## config.mk

```make
export PLATFORM = sky130hd
export DESIGN_NAME = mem_port_arbiter_flat
export DESIGN_NICKNAME = d
export VERILOG_FILES = /design/src/rtl/mem_arb_pkg.sv /design/src/rtl/mem_port_arbiter_if.sv /design/src/rtl/rr_arb2.sv /design/src/rtl/mem_port_arbiter.sv /design/src/flat_wrapper.sv
export SDC_FILE = /design/constraint.sdc
export NUM_CORES = 1
export LEC_CHECK = 0
export BUFFER_PORTS_ARGS = -buffer_cell sky130_fd_sc_hd__buf_2
export CAP_MARGIN = 20
export CORE_AREA = 2 2 120 122
export DETAILED_ROUTE_END_ITERATION = 8
export DIE_AREA = 0 0 122 124
export GPL_TIMING_DRIVEN = 0
export PLACE_DENSITY = 0.65
export SYNTH_ARGS = -nofsm -noshare
export SYNTH_HDL_FRONTEND = slang
export SYNTH_SLANG_ARGS = --single-unit
```

## constraint.sdc

```tcl
create_clock -name clk -period 2.1 [get_ports clk]
set_input_delay 0.21 -clock clk [delete_from_list [all_inputs] [get_ports clk]]
set_output_delay 0.21 -clock clk [all_outputs]
set_load 0.02 [all_outputs]
```

## src/rtl/mem_arb_pkg.sv

```systemverilog
// Shared definitions for the memory-port arbiter: FSM encoding, requester IDs
// and the word-alignment rule.
package mem_arb_pkg;

    typedef enum logic {
        IDLE = 1'b0,
        RESP = 1'b1
    } arb_state_t;

    localparam logic REQ_CPU = 1'b0;
    localparam logic REQ_DBG = 1'b1;

    localparam logic [1:0] ALIGN_MASK = 2'b11;

    // Only whole-word accesses reach the memory.
    function automatic logic is_aligned(input logic [1:0] addr_lsb);
        return (addr_lsb & ALIGN_MASK) == 2'b00;
    endfunction

endpackage

```

## src/rtl/mem_port_arbiter_if.sv

```systemverilog
// One requester's link to the memory-port arbiter: request channel plus a
// fixed-latency response strobe.
interface mem_port_arbiter_if #(
    parameter int N = 32
);
    // Handshake: a request transfers on a cycle where valid & ready are both 1.
    // ready may depend combinationally on valid. The response arrives exactly
    // one cycle after the transfer as a single-cycle rsp_valid strobe that the
    // requester must consume then; there is no response back-pressure.
    logic         valid;
    logic         ready;
    logic         we;
    logic         lock;
    logic [N-1:0] addr;
    logic [N-1:0] wdata;
    logic         rsp_valid;
    logic [N-1:0] rsp_rdata;
    logic         rsp_err;

    modport master (
        output valid, we, lock, addr, wdata,
        input  ready, rsp_valid, rsp_rdata, rsp_err
    );

    modport slave (
        input  valid, we, lock, addr, wdata,
        output ready, rsp_valid, rsp_rdata, rsp_err
    );

endinterface

```

## src/rtl/rr_arb2.sv

```systemverilog
// Combinational two-way round-robin arbiter with an exclusive-lock override.
module rr_arb2
    import mem_arb_pkg::*;
(
    input  logic [1:0] valid,
    input  logic       last_grant,
    input  logic       lock_active,
    input  logic       lock_owner,
    output logic [1:0] grant_onehot,
    output logic       grant_id
);

    always_comb begin
        grant_onehot = 2'b00;
        grant_id     = REQ_CPU;
        if (lock_active) begin
            // The other requester stays blocked even while the owner is idle.
            if (valid[lock_owner]) begin
                grant_id     = lock_owner;
                grant_onehot = (lock_owner == REQ_DBG) ? 2'b10 : 2'b01;
            end
        end else begin
            case (valid)
                2'b01: begin
                    grant_id     = REQ_CPU;
                    grant_onehot = 2'b01;
                end
                2'b10: begin
                    grant_id     = REQ_DBG;
                    grant_onehot = 2'b10;
                end
                2'b11: begin
                    grant_id     = ~last_grant;
                    grant_onehot = (last_grant == REQ_DBG) ? 2'b01 : 2'b10;
                end
                default: ;
            endcase
        end
    end

endmodule

```

## src/rtl/mem_port_arbiter.sv

```systemverilog
// Shares one port of the CPU dual-port memory between the load/store unit
// (requester 0) and the debug/IO loader (requester 1).
module mem_port_arbiter
    import mem_arb_pkg::*;
#(
    parameter int   N            = 32,
    parameter logic DEFAULT_LAST = 1'b1
) (
    input  logic              clk,
    input  logic              rstb,
    mem_port_arbiter_if.slave req0,
    mem_port_arbiter_if.slave req1,
    output logic              mem_wr_ena,
    output logic [N-1:0]      mem_addr,
    output logic [N-1:0]      mem_din,
    input  logic [N-1:0]      mem_dout,
    output arb_state_t        dbg_state
);

    arb_state_t   state;
    logic         last_grant;
    logic         lock_active;
    logic         lock_owner;
    logic         rsp_owner;
    logic         rsp_is_read;
    logic         rsp_err_q;
    logic [N-1:0] addr_q;
    logic [N-1:0] din_q;

    logic [1:0]   grant_onehot;
    logic         grant_id;
    logic         accept;
    logic         sel_we;
    logic         sel_lock;
    logic         sel_aligned;
    logic [N-1:0] sel_addr;
    logic [N-1:0] sel_wdata;

    rr_arb2 u_rr_arb2 (
        .valid        ({req1.valid, req0.valid}),
        .last_grant   (last_grant),
        .lock_active  (lock_active),
        .lock_owner   (lock_owner),
        .grant_onehot (grant_onehot),
        .grant_id     (grant_id)
    );

    assign req0.ready = grant_onehot[0];
    assign req1.ready = grant_onehot[1];
    assign accept     = |grant_onehot;

    assign sel_we      = (grant_id == REQ_DBG) ? req1.we    : req0.we;
    assign sel_lock    = (grant_id == REQ_DBG) ? req1.lock  : req0.lock;
    assign sel_addr    = (grant_id == REQ_DBG) ? req1.addr  : req0.addr;
    assign sel_wdata   = (grant_id == REQ_DBG) ? req1.wdata : req0.wdata;
    assign sel_aligned = is_aligned(sel_addr[1:0]);

    // Address/data hold their last value between transfers; the write enable is
    // gated by rstb so a reset landing on a write cycle never corrupts memory.
    assign mem_addr   = accept ? sel_addr  : addr_q;
    assign mem_din    = accept ? sel_wdata : din_q;
    assign mem_wr_ena = rstb & accept & sel_we & sel_aligned;

    always_ff @(posedge clk) begin
        if (!rstb) begin
            state       <= IDLE;
            last_grant  <= DEFAULT_LAST;
            lock_active <= 1'b0;
            lock_owner  <= REQ_CPU;
            rsp_owner   <= REQ_CPU;
            rsp_is_read <= 1'b0;
            rsp_err_q   <= 1'b0;
            addr_q      <= '0;
            din_q       <= '0;
        end else begin
            addr_q <= mem_addr;
            din_q  <= mem_din;
            if (accept) begin
                state       <= RESP;
                last_grant  <= grant_id;
                rsp_owner   <= grant_id;
                rsp_is_read <= ~sel_we;
                rsp_err_q   <= ~sel_aligned;
                lock_active <= sel_lock;
                lock_owner  <= grant_id;
            end else begin
                state <= IDLE;
            end
        end
    end

    logic         rsp_hit0;
    logic         rsp_hit1;
    logic [N-1:0] rsp_data;

    // Memory read data lands one cycle after the address, i.e. in the RESP cycle.
    assign rsp_hit0 = (state == RESP) && (rsp_owner == REQ_CPU);
    assign rsp_hit1 = (state == RESP) && (rsp_owner == REQ_DBG);
    assign rsp_data = (rsp_is_read && !rsp_err_q) ? mem_dout : '0;

    assign req0.rsp_valid = rsp_hit0;
    assign req0.rsp_rdata = rsp_hit0 ? rsp_data : '0;
    assign req0.rsp_err   = rsp_hit0 & rsp_err_q;
    assign req1.rsp_valid = rsp_hit1;
    assign req1.rsp_rdata = rsp_hit1 ? rsp_data : '0;
    assign req1.rsp_err   = rsp_hit1 & rsp_err_q;

    assign dbg_state = state;

endmodule

```

## src/flat_wrapper.sv

```systemverilog
// flat-port wrapper written by rule: the top's interface ports become plain ports
module mem_port_arbiter_flat import mem_arb_pkg::*;
#(
    parameter int   N            = 32,
    parameter logic DEFAULT_LAST = 1'b1
)
  (clk, rstb, mem_wr_ena, mem_addr, mem_din, mem_dout, dbg_state, req0_valid, req0_we, req0_lock, req0_addr, req0_wdata, req0_ready, req0_rsp_valid, req0_rsp_rdata, req0_rsp_err, req1_valid, req1_we, req1_lock, req1_addr, req1_wdata, req1_ready, req1_rsp_valid, req1_rsp_rdata, req1_rsp_err);
  mem_port_arbiter_if #(.N(N)) req0_i ();
  mem_port_arbiter_if #(.N(N)) req1_i ();
  input  logic clk;
  input  logic rstb;
  output logic mem_wr_ena;
  output logic [N-1:0] mem_addr;
  output logic [N-1:0] mem_din;
  input  logic [N-1:0] mem_dout;
  output arb_state_t dbg_state;
  input wire logic [$bits(req0_i.valid)-1:0] req0_valid;
  input wire logic [$bits(req0_i.we)-1:0] req0_we;
  input wire logic [$bits(req0_i.lock)-1:0] req0_lock;
  input wire logic [$bits(req0_i.addr)-1:0] req0_addr;
  input wire logic [$bits(req0_i.wdata)-1:0] req0_wdata;
  output wire logic [$bits(req0_i.ready)-1:0] req0_ready;
  output wire logic [$bits(req0_i.rsp_valid)-1:0] req0_rsp_valid;
  output wire logic [$bits(req0_i.rsp_rdata)-1:0] req0_rsp_rdata;
  output wire logic [$bits(req0_i.rsp_err)-1:0] req0_rsp_err;
  input wire logic [$bits(req1_i.valid)-1:0] req1_valid;
  input wire logic [$bits(req1_i.we)-1:0] req1_we;
  input wire logic [$bits(req1_i.lock)-1:0] req1_lock;
  input wire logic [$bits(req1_i.addr)-1:0] req1_addr;
  input wire logic [$bits(req1_i.wdata)-1:0] req1_wdata;
  output wire logic [$bits(req1_i.ready)-1:0] req1_ready;
  output wire logic [$bits(req1_i.rsp_valid)-1:0] req1_rsp_valid;
  output wire logic [$bits(req1_i.rsp_rdata)-1:0] req1_rsp_rdata;
  output wire logic [$bits(req1_i.rsp_err)-1:0] req1_rsp_err;
  assign req0_i.valid = req0_valid;
  assign req0_i.we = req0_we;
  assign req0_i.lock = req0_lock;
  assign req0_i.addr = req0_addr;
  assign req0_i.wdata = req0_wdata;
  assign req0_ready = req0_i.ready;
  assign req0_rsp_valid = req0_i.rsp_valid;
  assign req0_rsp_rdata = req0_i.rsp_rdata;
  assign req0_rsp_err = req0_i.rsp_err;
  assign req1_i.valid = req1_valid;
  assign req1_i.we = req1_we;
  assign req1_i.lock = req1_lock;
  assign req1_i.addr = req1_addr;
  assign req1_i.wdata = req1_wdata;
  assign req1_ready = req1_i.ready;
  assign req1_rsp_valid = req1_i.rsp_valid;
  assign req1_rsp_rdata = req1_i.rsp_rdata;
  assign req1_rsp_err = req1_i.rsp_err;
  mem_port_arbiter #(.N(N), .DEFAULT_LAST(DEFAULT_LAST)) u_core (.clk(clk), .rstb(rstb), .req0(req0_i), .req1(req1_i), .mem_wr_ena(mem_wr_ena), .mem_addr(mem_addr), .mem_din(mem_din), .mem_dout(mem_dout), .dbg_state(dbg_state));
endmodule
```

==> reports/metrics.yaml <==
grt_max_degree: 14
fmax_mhz: 435
crit_path_max_fanout: 10
io_pins: 304
numCtsBuffers: 9
antenna_found_initial: 1
min_period_ps: 2300
fin_util_pct: 48.3
routedWlPerCell_um: 17.8
drtIter0Drc: 200
rr_startpoint: "u_core.lock_active$_SDFFE_PN0P_"
grt_overflow: 0
drive_gt1_share_pct: 62.0
cts_tree: "done"
worstMarginPinSlew_ps: 527
hold_viol_final: 0
worstPathArrival_ps: 2090
vias_per_cell: 4.83
max-vdd-ir-drop_mv: 0.377
min_from: "req0_lock"
syn_area_um2: 3780
slowest_stage: "or3b_4"
p_clk_share_pct: 30.9
min_path_type: "primary input to flop"
yosysWarnings: 0
seq_area_frac_synth_pct: 37.1
violations: "negative setup slack"
power_density_nw_per_um2: 714
p_leak_nw: 3.44
area_growth_pct: 75.2
critical_path_required_ps: 1890
drtPass1Iterations: 4
routed_wl_um: 16400
final_nets: 906
synth.distinct_cells: 29
p_seq_share_pct: 31.9
p_sw_mw: 1.52
grt_pass1_vias: 4353
slew_headroom_pct: 64.9
synth.area.top_cells: "dfxtp_1 37%, and2_1 21%, a221o_2 17%"
crit_chain: "or3b_4 -> buf_12 -> buf_6 -> and3_4 -> a221o_2 -> buf_6"
seq_area_um2: 1410
synth_top_area_cell: "dfxtp_1"
sw_frac_of_total_pct: 32.1
worst_slack_ps: -201
h-tree-depth: 3
cpPeakStageDelay_ps: 440
fp-row-count: 43
rsz0062_at_grt: "yes"
cp-end-kind: "output pin"
io_buffers: 303
startpoint: "u_core.lock_active$_SDFFE_PN0P_"
status: "finished with violations"
dp_hpwl_um: 12400
synth_top_cell_area_share_pct: 37.1
place_ws_ps: -257
chipHeight_um: 124
setup_viol: 61
slew_viol_final: 0
drv_cap: 0
grt_pass1_wl_um: 23000
ctsLongestPathBuffers: 2
clkLatencyLatePin_ps: 340
vias: 4465
avgSynthCellArea_um2: 9.24
ys_ff_latch: 70
coreArea_um2: 13700
die_width_um: 122
syn_inst: 409
cts.sinks: 70
internal-power_mw: 3.21
multi_input_area_um2: 2340
p_comb_share_pct: 37.2
start_kind: "flop"
fin_crit_sh_pct: 110
clk_pin_slew_ps: 60
drc: 0
crit_top_cell: "buf_6"
antenna_left: 0
critPathKind: "flop to output pin"
die_area_um2: 15100
grt_usage_pct: 20.2
synth.net_count: 577
routabilityCongestion: 0.815
initial_core_util_pct: 27.6
finClkSkew_ps: 4.50
n_fill_cell: 1360
cts_root_buffer: "clkbuf_16"
==> flip-flops by register name (all words and copies together), names as in the netlist <==
| register | count |
|---|---|
| u_core.addr_q | 32 |
| u_core.lock_active | 1 |
| u_core.last_grant | 1 |
| u_core.rsp_owner | 1 |
| u_core.dbg_state | 1 |
| u_core.rsp_err_q | 1 |
| u_core.rsp_is_read | 1 |
| u_core.din_q | 32 |
==> cells in the final DEF, fill, tap and decap left out, drive strengths merged, types with 3 or more instances in the layout <==
| cell | n |
|---|---|
| buf | 336 |
| and2 | 129 |
| dfxtp | 70 |
| and3 | 63 |
| a221o | 62 |
| clkbuf | 33 |
| a21oi | 8 |
| nor2 | 5 |
| o21ai | 5 |
| nand3 | 4 |
| nor2b | 3 |
| clkinvlp | 3 |
| nand2 | 3 |
| inv | 3 |
==> Yosys cell counts, drive strengths merged <==
| cell | instances |
|---|---|
| or3b | 1 |
| and3b | 2 |
| o31ai | 1 |
| a32oi | 1 |
| inv | 2 |
| a31oi | 1 |
| nand3 | 4 |
| a211oi | 1 |
| buf | 15 |
| nand3b | 1 |
| a21oi | 8 |
| clkbuf | 26 |
| and2 | 129 |
| nand2 | 3 |
| a21boi | 2 |
| nor2 | 5 |
| nor2b | 3 |
| and3 | 63 |
| a221o | 62 |
| dfxtp | 70 |
| nand2b | 1 |
| o21a | 1 |
| o21ai | 5 |
| mux2i | 2 |
==> per-layer routing <==
| metal | wire length, um | vias up | GRT usage, % |
|---|---|---|---|
| li1 | - | 2146 | - |
| met3 | 1230 | 26 | 5.31 |
| met4 | 471 | 0 | 9.77 |
| met2 | 8680 | 200 | 37.8 |
| met1 | 6040 | 2093 | 21.0 |
| met5 | 0 | - | 0 |
==> repair_timing <==
action,in CTS,in global routing
pin swaps,7,1
endpoints found under the setup margin,115,114
gates cloned,1,0
resized for setup,164,50
hold buffers,0,0
buffers inserted,9,6
==> final timing paths <==
check / end / slack, ps / cells past startpoint
max: mem_addr[16] / -200 / 6
min: u_core.lock_active$_SDFFE_PN0P_ / 160 / 3
max reg2reg: u_core.din_q[11]$_SDFF_PN0_ / 0 / 8
min reg2reg: u_core.addr_q[1]$_SDFF_PN0_ / 560 / 2
==> power groups by stage <==
stage	logic [mW]	registers, mW	clock network [mW]
CTS	1.69	1.51	1.50
global route	1.87	1.52	1.55
global placement	1.36	1.53	0
floorplan	0.852	1.52	0
finish	1.76	1.51	1.46
detailed placement	1.36	1.53	0
==> cells by family after synthesis <==
family	after synthesis	share of synthesized area (%)
flip-flops	70	37.1
multiplexers	2	0.530
AO/OA/AOI/OAI	82	21.6
buffers and inverters	43	6.06
AND/OR/NAND/NOR	212	34.7
==> worst max-delay path: cells and delay by family, from the launching register on <==
kind	cells	cell delay [ps]
compound gates	1	330
buf+inv	3	440
simple gates	2	610
flops	1	360
==> cell type report <==
| type | count | share of cell area (%) |
|---|---|---|
| multi-input cells | 296 | 35.3 |
| repair buffers | 318 | 30.7 |
| flip-flops and latches | 70 | 21.2 |
| plain buffers | 41 | 4.91 |
| clock buffers | 10 | 3.61 |
| well taps | 180 | 3.40 |
| clock inverters | 6 | 0.680 |
| inverters | 2 | 0.113 |
| diodes | 1 | 0.0378 |
==> through the flow <==
step / instance area [um2] / instances / hold slack (ps) / power, mW / TNS (ps)
after CTS: 6450 / 918 / 124 / 4.69 / -11820
after global routing: 6620 / 924 / 177 / 4.94 / -13680
after floorplan: 3780 / 409 / 348 / 2.37 / 0
after detailed placement: 5520 / 892 / 496 / 2.89 / -10640
after global placement: 5520 / 892 / 503 / 2.89 / -12040
final: 6620 / 924 / 156 / 4.73 / -10160
Power figures use the tool's default switching activity.
